## src/rtl/mem_arbiter_if.sv

```systemverilog
// mem_arbiter_if.sv
// Request/response bundle shared by the fetch bus, the data bus and the
// memory side of mem_arbiter. The package holds the two payload types.
//   req : mem_in_type  -- request travelling toward memory
//          (mem_valid, mem_fence, mem_instr, mem_addr, mem_wdata, mem_wstrb)
//   rsp : mem_out_type -- response travelling back (mem_rdata, mem_ready)
// Modports:
//   master : issues requests (drives req, receives rsp)
//   slave  : serves requests (receives req, drives rsp)
//
// Handshake: req.mem_valid is a single-cycle pulse and the other req fields
// are meaningful only in that cycle. A requester keeps at most one request
// outstanding. rsp.mem_ready pulses for one cycle when the transaction ends,
// and rsp.mem_rdata is valid in that same cycle.
`timescale 1ns/1ps

package mem_arbiter_pkg;
  typedef struct packed {
    logic        mem_valid;
    logic        mem_fence;
    logic        mem_instr;
    logic [31:0] mem_addr;
    logic [31:0] mem_wdata;
    logic [3:0]  mem_wstrb;
  } mem_in_type;

  typedef struct packed {
    logic [31:0] mem_rdata;
    logic        mem_ready;
  } mem_out_type;
endpackage

interface mem_arbiter_if;
  import mem_arbiter_pkg::*;

  mem_in_type  req;
  mem_out_type rsp;

  modport master (output req, input  rsp);
  modport slave  (input  req, output rsp);
endinterface

```

## src/rtl/mem_arbiter.sv

```systemverilog
// mem_arbiter.sv
// Shares one memory port between the instruction-fetch requester (ibus) and
// the data requester (dbus). Each requester has a one-entry pending latch so
// a single-cycle valid pulse is never lost while the port is busy. Conflicts
// are resolved by round-robin or by fixed priority with dbus winning.
// The response goes back to the owner of the in-flight transaction.
//
// Ports:
//   clock       : system clock, all state changes on the rising edge
//   reset       : synchronous, active-high
//   ibus        : slave  -- fetch request in (ibus.req), fetch response out
//   dbus        : slave  -- data request in (dbus.req), data response out
//   mem         : master -- request to memory (mem.req), memory response in
//   timeout_err : one-cycle watchdog abort pulse
//   state_o     : current FSM state (0 idle, 1 busy ibus, 2 busy dbus)
//
// Parameters:
//   round_robin    : 1 = alternate on conflict, 0 = dbus always wins
//   timeout_cycles : watchdog limit, used only when MEM_ARB_TIMEOUT_EN is defined
//
// Build option MEM_ARB_TIMEOUT_EN: adds the watchdog that aborts a transaction
// after timeout_cycles busy cycles without mem_ready. Without it the arbiter
// waits indefinitely and timeout_err stays 0.
`timescale 1ns/1ps

module mem_arbiter
  import mem_arbiter_pkg::*;
#(
  parameter bit          round_robin    = 1'b1,
  parameter int unsigned timeout_cycles = 1024
) (
  input  logic          clock,
  input  logic          reset,
  mem_arbiter_if.slave  ibus,
  mem_arbiter_if.slave  dbus,
  mem_arbiter_if.master mem,
  output logic          timeout_err,
  output logic [1:0]    state_o
);

  typedef enum logic [1:0] {
    ST_IDLE   = 2'd0,
    ST_BUSY_I = 2'd1,
    ST_BUSY_D = 2'd2
  } state_e;

  state_e     state_q, state_d;
  logic       pend_i_q, pend_d_q;
  mem_in_type lat_i_q, lat_d_q;
  logic       last_d_q;          // 1 = last launch went to dbus
  mem_in_type mem_req_q;

  logic       req_i, req_d, pick_d, busy, free, launch, timeout_fire;
  mem_in_type cur_i, cur_d, launch_req;

`ifdef MEM_ARB_TIMEOUT_EN
  localparam int CW = (timeout_cycles > 1) ? $clog2(timeout_cycles) : 1;
  localparam logic [CW-1:0] CNT_LAST = CW'(timeout_cycles - 1);

  logic [CW-1:0] cnt_q;

  always_ff @(posedge clock) begin
    if (reset) begin
      cnt_q <= '0;
    end else if (launch) begin
      cnt_q <= '0;
    end else if (busy && !mem.rsp.mem_ready) begin
      cnt_q <= cnt_q + CW'(1);
    end
  end

  assign timeout_fire = busy & ~mem.rsp.mem_ready & (cnt_q == CNT_LAST);
`else
  assign timeout_fire = 1'b0;
`endif

  always_comb begin
    req_i  = pend_i_q | ibus.req.mem_valid;
    req_d  = pend_d_q | dbus.req.mem_valid;
    // A live pulse takes precedence over the latch (it is the newer request).
    cur_i  = ibus.req.mem_valid ? ibus.req : lat_i_q;
    cur_d  = dbus.req.mem_valid ? dbus.req : lat_d_q;
    // dbus wins if it is alone, under fixed priority, or when ibus went last.
    pick_d = req_d & (~req_i | ~round_robin | ~last_d_q);
    busy   = (state_q != ST_IDLE);
    // The port can take a new request when idle or in the completion cycle.
    free   = ~busy | mem.rsp.mem_ready;
    launch = free & (req_i | req_d);

    launch_req           = pick_d ? cur_d : cur_i;
    launch_req.mem_valid = 1'b1;
    launch_req.mem_instr = ~pick_d;

    state_d = state_q;
    if (launch) begin
      state_d = pick_d ? ST_BUSY_D : ST_BUSY_I;
    end else if (free || timeout_fire) begin
      state_d = ST_IDLE;
    end
  end

  always_ff @(posedge clock) begin
    if (reset) begin
      state_q   <= ST_IDLE;
      pend_i_q  <= 1'b0;
      pend_d_q  <= 1'b0;
      lat_i_q   <= '0;
      lat_d_q   <= '0;
      last_d_q  <= 1'b0;
      mem_req_q <= '0;
    end else begin
      state_q <= state_d;

      // Fields stay put after launch; only the valid strobe drops.
      if (launch) begin
        mem_req_q <= launch_req;
        last_d_q  <= pick_d;
      end else begin
        mem_req_q.mem_valid <= 1'b0;
      end

      if (ibus.req.mem_valid) lat_i_q <= ibus.req;
      if (dbus.req.mem_valid) lat_d_q <= dbus.req;

      if (launch && !pick_d)       pend_i_q <= 1'b0;
      else if (ibus.req.mem_valid) pend_i_q <= 1'b1;

      if (launch && pick_d)        pend_d_q <= 1'b0;
      else if (dbus.req.mem_valid) pend_d_q <= 1'b1;
    end
  end

  // Response routing. Gated by reset so a ready coinciding with reset is
  // never delivered; a watchdog abort hands the owner ready with zero data.
  always_comb begin
    ibus.rsp = '0;
    dbus.rsp = '0;
    if (!reset && state_q == ST_BUSY_I) begin
      ibus.rsp.mem_ready = mem.rsp.mem_ready | timeout_fire;
      ibus.rsp.mem_rdata = timeout_fire ? 32'h0 : mem.rsp.mem_rdata;
    end
    if (!reset && state_q == ST_BUSY_D) begin
      dbus.rsp.mem_ready = mem.rsp.mem_ready | timeout_fire;
      dbus.rsp.mem_rdata = timeout_fire ? 32'h0 : mem.rsp.mem_rdata;
    end
  end

  assign mem.req     = mem_req_q;
  assign timeout_err = timeout_fire & ~reset;
  assign state_o     = state_q;

  a_timeout_param: assert property (@(posedge clock) timeout_cycles >= 1);
  // A second valid while one is still pending overwrites the latch.
  a_ibus_overrun: assert property (@(posedge clock) disable iff (reset)
                                   !(ibus.req.mem_valid && pend_i_q));
  a_dbus_overrun: assert property (@(posedge clock) disable iff (reset)
                                   !(dbus.req.mem_valid && pend_d_q));

endmodule
```

## src/flat_wrapper.sv

```systemverilog
// flat-port wrapper written by rule: the top's interface ports become plain ports
module mem_arbiter_flat import mem_arbiter_pkg::*;
#(
  parameter bit          round_robin    = 1'b1,
  parameter int unsigned timeout_cycles = 1024
)
  (clock, reset, timeout_err, state_o, ibus_req, ibus_rsp, dbus_req, dbus_rsp, mem_req, mem_rsp);
  mem_arbiter_if ibus_i ();
  mem_arbiter_if dbus_i ();
  mem_arbiter_if mem_i ();
  input  logic clock;
  input  logic reset;
  output logic timeout_err;
  output logic [1:0] state_o;
  input wire logic [$bits(ibus_i.req)-1:0] ibus_req;
  output wire logic [$bits(ibus_i.rsp)-1:0] ibus_rsp;
  input wire logic [$bits(dbus_i.req)-1:0] dbus_req;
  output wire logic [$bits(dbus_i.rsp)-1:0] dbus_rsp;
  output wire logic [$bits(mem_i.req)-1:0] mem_req;
  input wire logic [$bits(mem_i.rsp)-1:0] mem_rsp;
  assign ibus_i.req = ibus_req;
  assign ibus_rsp = ibus_i.rsp;
  assign dbus_i.req = dbus_req;
  assign dbus_rsp = dbus_i.rsp;
  assign mem_req = mem_i.req;
  assign mem_i.rsp = mem_rsp;
  mem_arbiter #(.round_robin(round_robin), .timeout_cycles(timeout_cycles)) u_core (.clock(clock), .reset(reset), .ibus(ibus_i), .dbus(dbus_i), .mem(mem_i), .timeout_err(timeout_err), .state_o(state_o));
endmodule
```

## config.mk

```make
export PLATFORM = sky130hd
export DESIGN_NAME = mem_arbiter_flat
export DESIGN_NICKNAME = d
export VERILOG_FILES = /design/src/rtl/mem_arbiter_if.sv /design/src/rtl/mem_arbiter.sv /design/src/flat_wrapper.sv
export SDC_FILE = /design/constraint.sdc
export NUM_CORES = 1
export LEC_CHECK = 0
export CELL_PAD_IN_SITES_DETAIL_PLACEMENT = 1
export CELL_PAD_IN_SITES_GLOBAL_PLACEMENT = 1
export CORE_MARGIN = 5
export CORE_UTILIZATION = 30
export DETAILED_ROUTE_END_ITERATION = 8
export PLACE_DENSITY = 0.86
export SETUP_SLACK_MARGIN = 0.05
export SLEW_MARGIN = 20
export SYNTH_ARGS = -nofsm -noshare
export SYNTH_HDL_FRONTEND = slang
export SYNTH_SLANG_ARGS = --single-unit
```

## constraint.sdc

```tcl
create_clock -name clock -period 2.2 [get_ports clock]
set_input_delay 0.66 -clock clock [delete_from_list [all_inputs] [get_ports clock]]
set_output_delay 0.66 -clock clock [all_outputs]
set_load 0.02 [all_outputs]
```

==> flow_summary_export.csv <==
group,metric,value,unit
run_status,status,"finished, violations left",
run_status,failed_checks,"setup timing",
worst_hold_path,min_path_type,"reg2reg",
sta,relSlewSlack,53.8,%
die,initial_core_util,30.6,%
finish,final_nets,1292,
global_routing,grt_use_total,18.8,%
finish,mostFrequentLayoutCells,"dfxtp_1, clkdlybuf4s50_1, nor2_1",
cts,htree_levels,1,
critical_path,crit_required,1540,ps
die,ios,317,
finish,final_core_util,48.6,%
critical_path,cp.arrival,1670,ps
die,die_h,176,um
routing,drt-total-wl,30400,um
sta,fmax,429,MHz
placed_design,placed_area,12000,sq um
cts,root_buffer,"clkbuf_16",
die,rows,60,
placed_design,dp_slack,-474,ps
cts,clock-sinks,214,
critical_path,path_class,"reg2out",
critical_path,worstSetupStartpointType,"flip-flop",
global_routing,grt_overflow_total,0,
routing,dr.pass1.iters,4,
pwr,p_sw_share,26.6,%
routing,routedWlPerCell,20.6,um
global_routing,grt_pass1_vias,7884,
cts,clkLatencyLatePin,510,ps
global_routing,grt_pass1_wl,46300,um
cts,path_clk_slew,60,ps
sta,slew_violations,0,
pwr,internal-power,7800,uW
synth,synth-seq-cells,214,
critical_path,endpoint_kind,"primary output",
synth,netlist-cell-type-count,26,
sta,period_minus_slack,2330,ps
placed_design,place.gp.congestion,0.772,
pwr,p_switching,2820,uW
routing,viasPerCell,4.87,
pwr,p_clk_share,38.9,%
die,dieArea,31000,sq um
sta,finClkSkew,12.8,ps
die,coreArea,27000,sq um
global_routing,antenna_found_initial,6,
routing,via_count,7185,
synth,synth.avg_cell_area,10.2,sq um
die,die_w,176,um
sta,rsz0062_at_grt,"yes",
placed_design,post-dp-hpwl,20700,um
critical_path,cp_max_fo,8,
placed_design,port_buffers,313,
synth,synth_seq_area_share,51.8,%
synth,syn_inst,808,
sta,fin_ws,-132,ps
synth,synth_nets,985,
cts,hold_buffers,0,
cts,cts_tree,"built",
pwr,p_per_area,809,nW/um^2
synth,netlist.area_leader.share,51.8,%
pwr,p_leak,0.00593,uW
pwr,power_frac_comb,20.4,%
sta,setup_viol,66,
routing,first_iter_violations,340,
pwr,seq_power_share,40.7,%
synth,yosysWarnings,0,
finish,areaGrowthSynthToFinish,58.9,%
sta,tightestPinTransition,692,ps
global_routing,grt_max_degree,68,
sta,min_period_over_period,106,%
sta,fin_setup_tns,-6990,ps
finish,drive_gt1_share,21.5,%
cts,cts.path.max_buffers,3,
pwr,ir_drop,450,uV
routing,antenna_left,0,
synth,synthesis.area,8260,sq um
flow_run,drv_cap,0,
sta,finalHoldViolations,0,
routing,drc,0,
cts,cts_buffers,24,
finish,final_cell_area,13100,sq um
finish,mostFrequentLayoutCell,"dfxtp_1",
synth,yosys-top-cells-area,"dfxtp_1, mux2i_1, a221o_1",
synth,synth_top_cell_by_area,"dfxtp_1",
==> stage by stage <==
step / hold WS [ps] / instances / power (uW)
floorplan: 448 / 808 / 5430
global placement: 449 / 1422 / 6500
detailed placement: 474 / 1422 / 6570
CTS: 487 / 1472 / 10800
global route: 502 / 1475 / 11100
finish: 473 / 1475 / 10600
==> path summary, 6_finish.rpt <==
check,startpoint,to,slack (ps),depth (start not counted)
worst max-delay path,u_core.state_o[0]$_SDFFE_PP0P_,ibus_rsp[30],-130,5
worst min-delay path,u_core.mem.req[68]$_SDFFE_PP0N_,u_core.mem.req[68]$_SDFFE_PP0N_,470,2
worst max register to register,u_core.state_o[1]$_SDFFE_PP0P_,u_core.mem.req[0]$_SDFFE_PP0N_,450,7
worst min register to register,u_core.mem.req[68]$_SDFFE_PP0N_,u_core.mem.req[68]$_SDFFE_PP0N_,470,2
==> power groups by stage <==
stage / registers (uW) / clock network, uW / logic [uW]
after floorplan: 4560 / 0 / 876
after global placement: 4390 / 0 / 2120
after detailed placement: 4400 / 0 / 2170
after CTS: 4330 / 4250 / 2180
after global routing: 4350 / 4400 / 2320
final: 4320 / 4130 / 2170
==> flip-flops by register name, indices dropped and copies added, names as in the netlist <==
register	cells
u_core.state_o	2
u_core.mem.req	71
u_core.pend_i_q	1
u_core.last_d_q	1
u_core.lat_d_q	69
u_core.lat_i_q	69
u_core.pend_d_q	1
==> logic make-up (layout without fill, tap and decap cells) <==
family	count (synthesis)	count (layout)	share of synthesized area, %
AO/OA/AOI/OAI	100	100	10.5
buffers and inverters	72	396	3.83
flip-flops	214	214	51.8
multiplexers	138	138	17.0
other	1	3	0.0454
AND/OR/NAND/NOR	283	283	16.7
==> worst max-delay path, cell delays in order (launching register included) <==
cell       delay, ps
dfxtp_4          370
nor3b_4          230
buf_6            150
clkbuf_16        150
and2_4           150
buf_6            110
==> cell usage after synthesis <==
cell type	instances
a211oi_1	2
a21oi_1	24
a221o_1	47
a22oi_1	11
a2bb2oi_1	11
and2_1	66
and2b_1	1
buf_1	2
buf_2	22
buf_4	5
clkbuf_1	40
conb_1	1
dfxtp_1	214
inv_1	3
mux2_2	22
mux2i_1	116
nand2_1	12
nand2b_1	11
nor2_1	120
nor2b_1	22
nor3_1	49
nor3b_1	2
o21bai_4	1
o221a_2	2
o221ai_2	1
o41ai_4	1
==> final cells by class <==
type                            instances  area, sq um
Tap cell                              341          427
Clock buffer                           35          733
Timing Repair Buffer                  350         3730
Inverter                                3         11.3
Clock inverter                          8         96.3
Sequential cell                       214         4290
Fill cell                            2913        13900
Antenna cell                            2         5.00
Multi-Input combinational cell        522         3840
==> repair_timing <==
| item | CTS | global route |
|---|---|---|
| gates cloned | 3 | 1 |
| pin swaps | 8 | 11 |
| gates resized for setup | 467 | 36 |
| buffers inserted | 4 | 0 |
| setup endpoints to repair | 117 | 82 |
==> metal layers <==
layer / GRT usage (%) / wire (um)
met1: 22.6 / 12200
met2: 32.6 / 15200
met3: 4.52 / 1720
met4: 7.02 / 1200
met5: 0 / 54
Note: power is estimated with default switching activity, not from simulation.
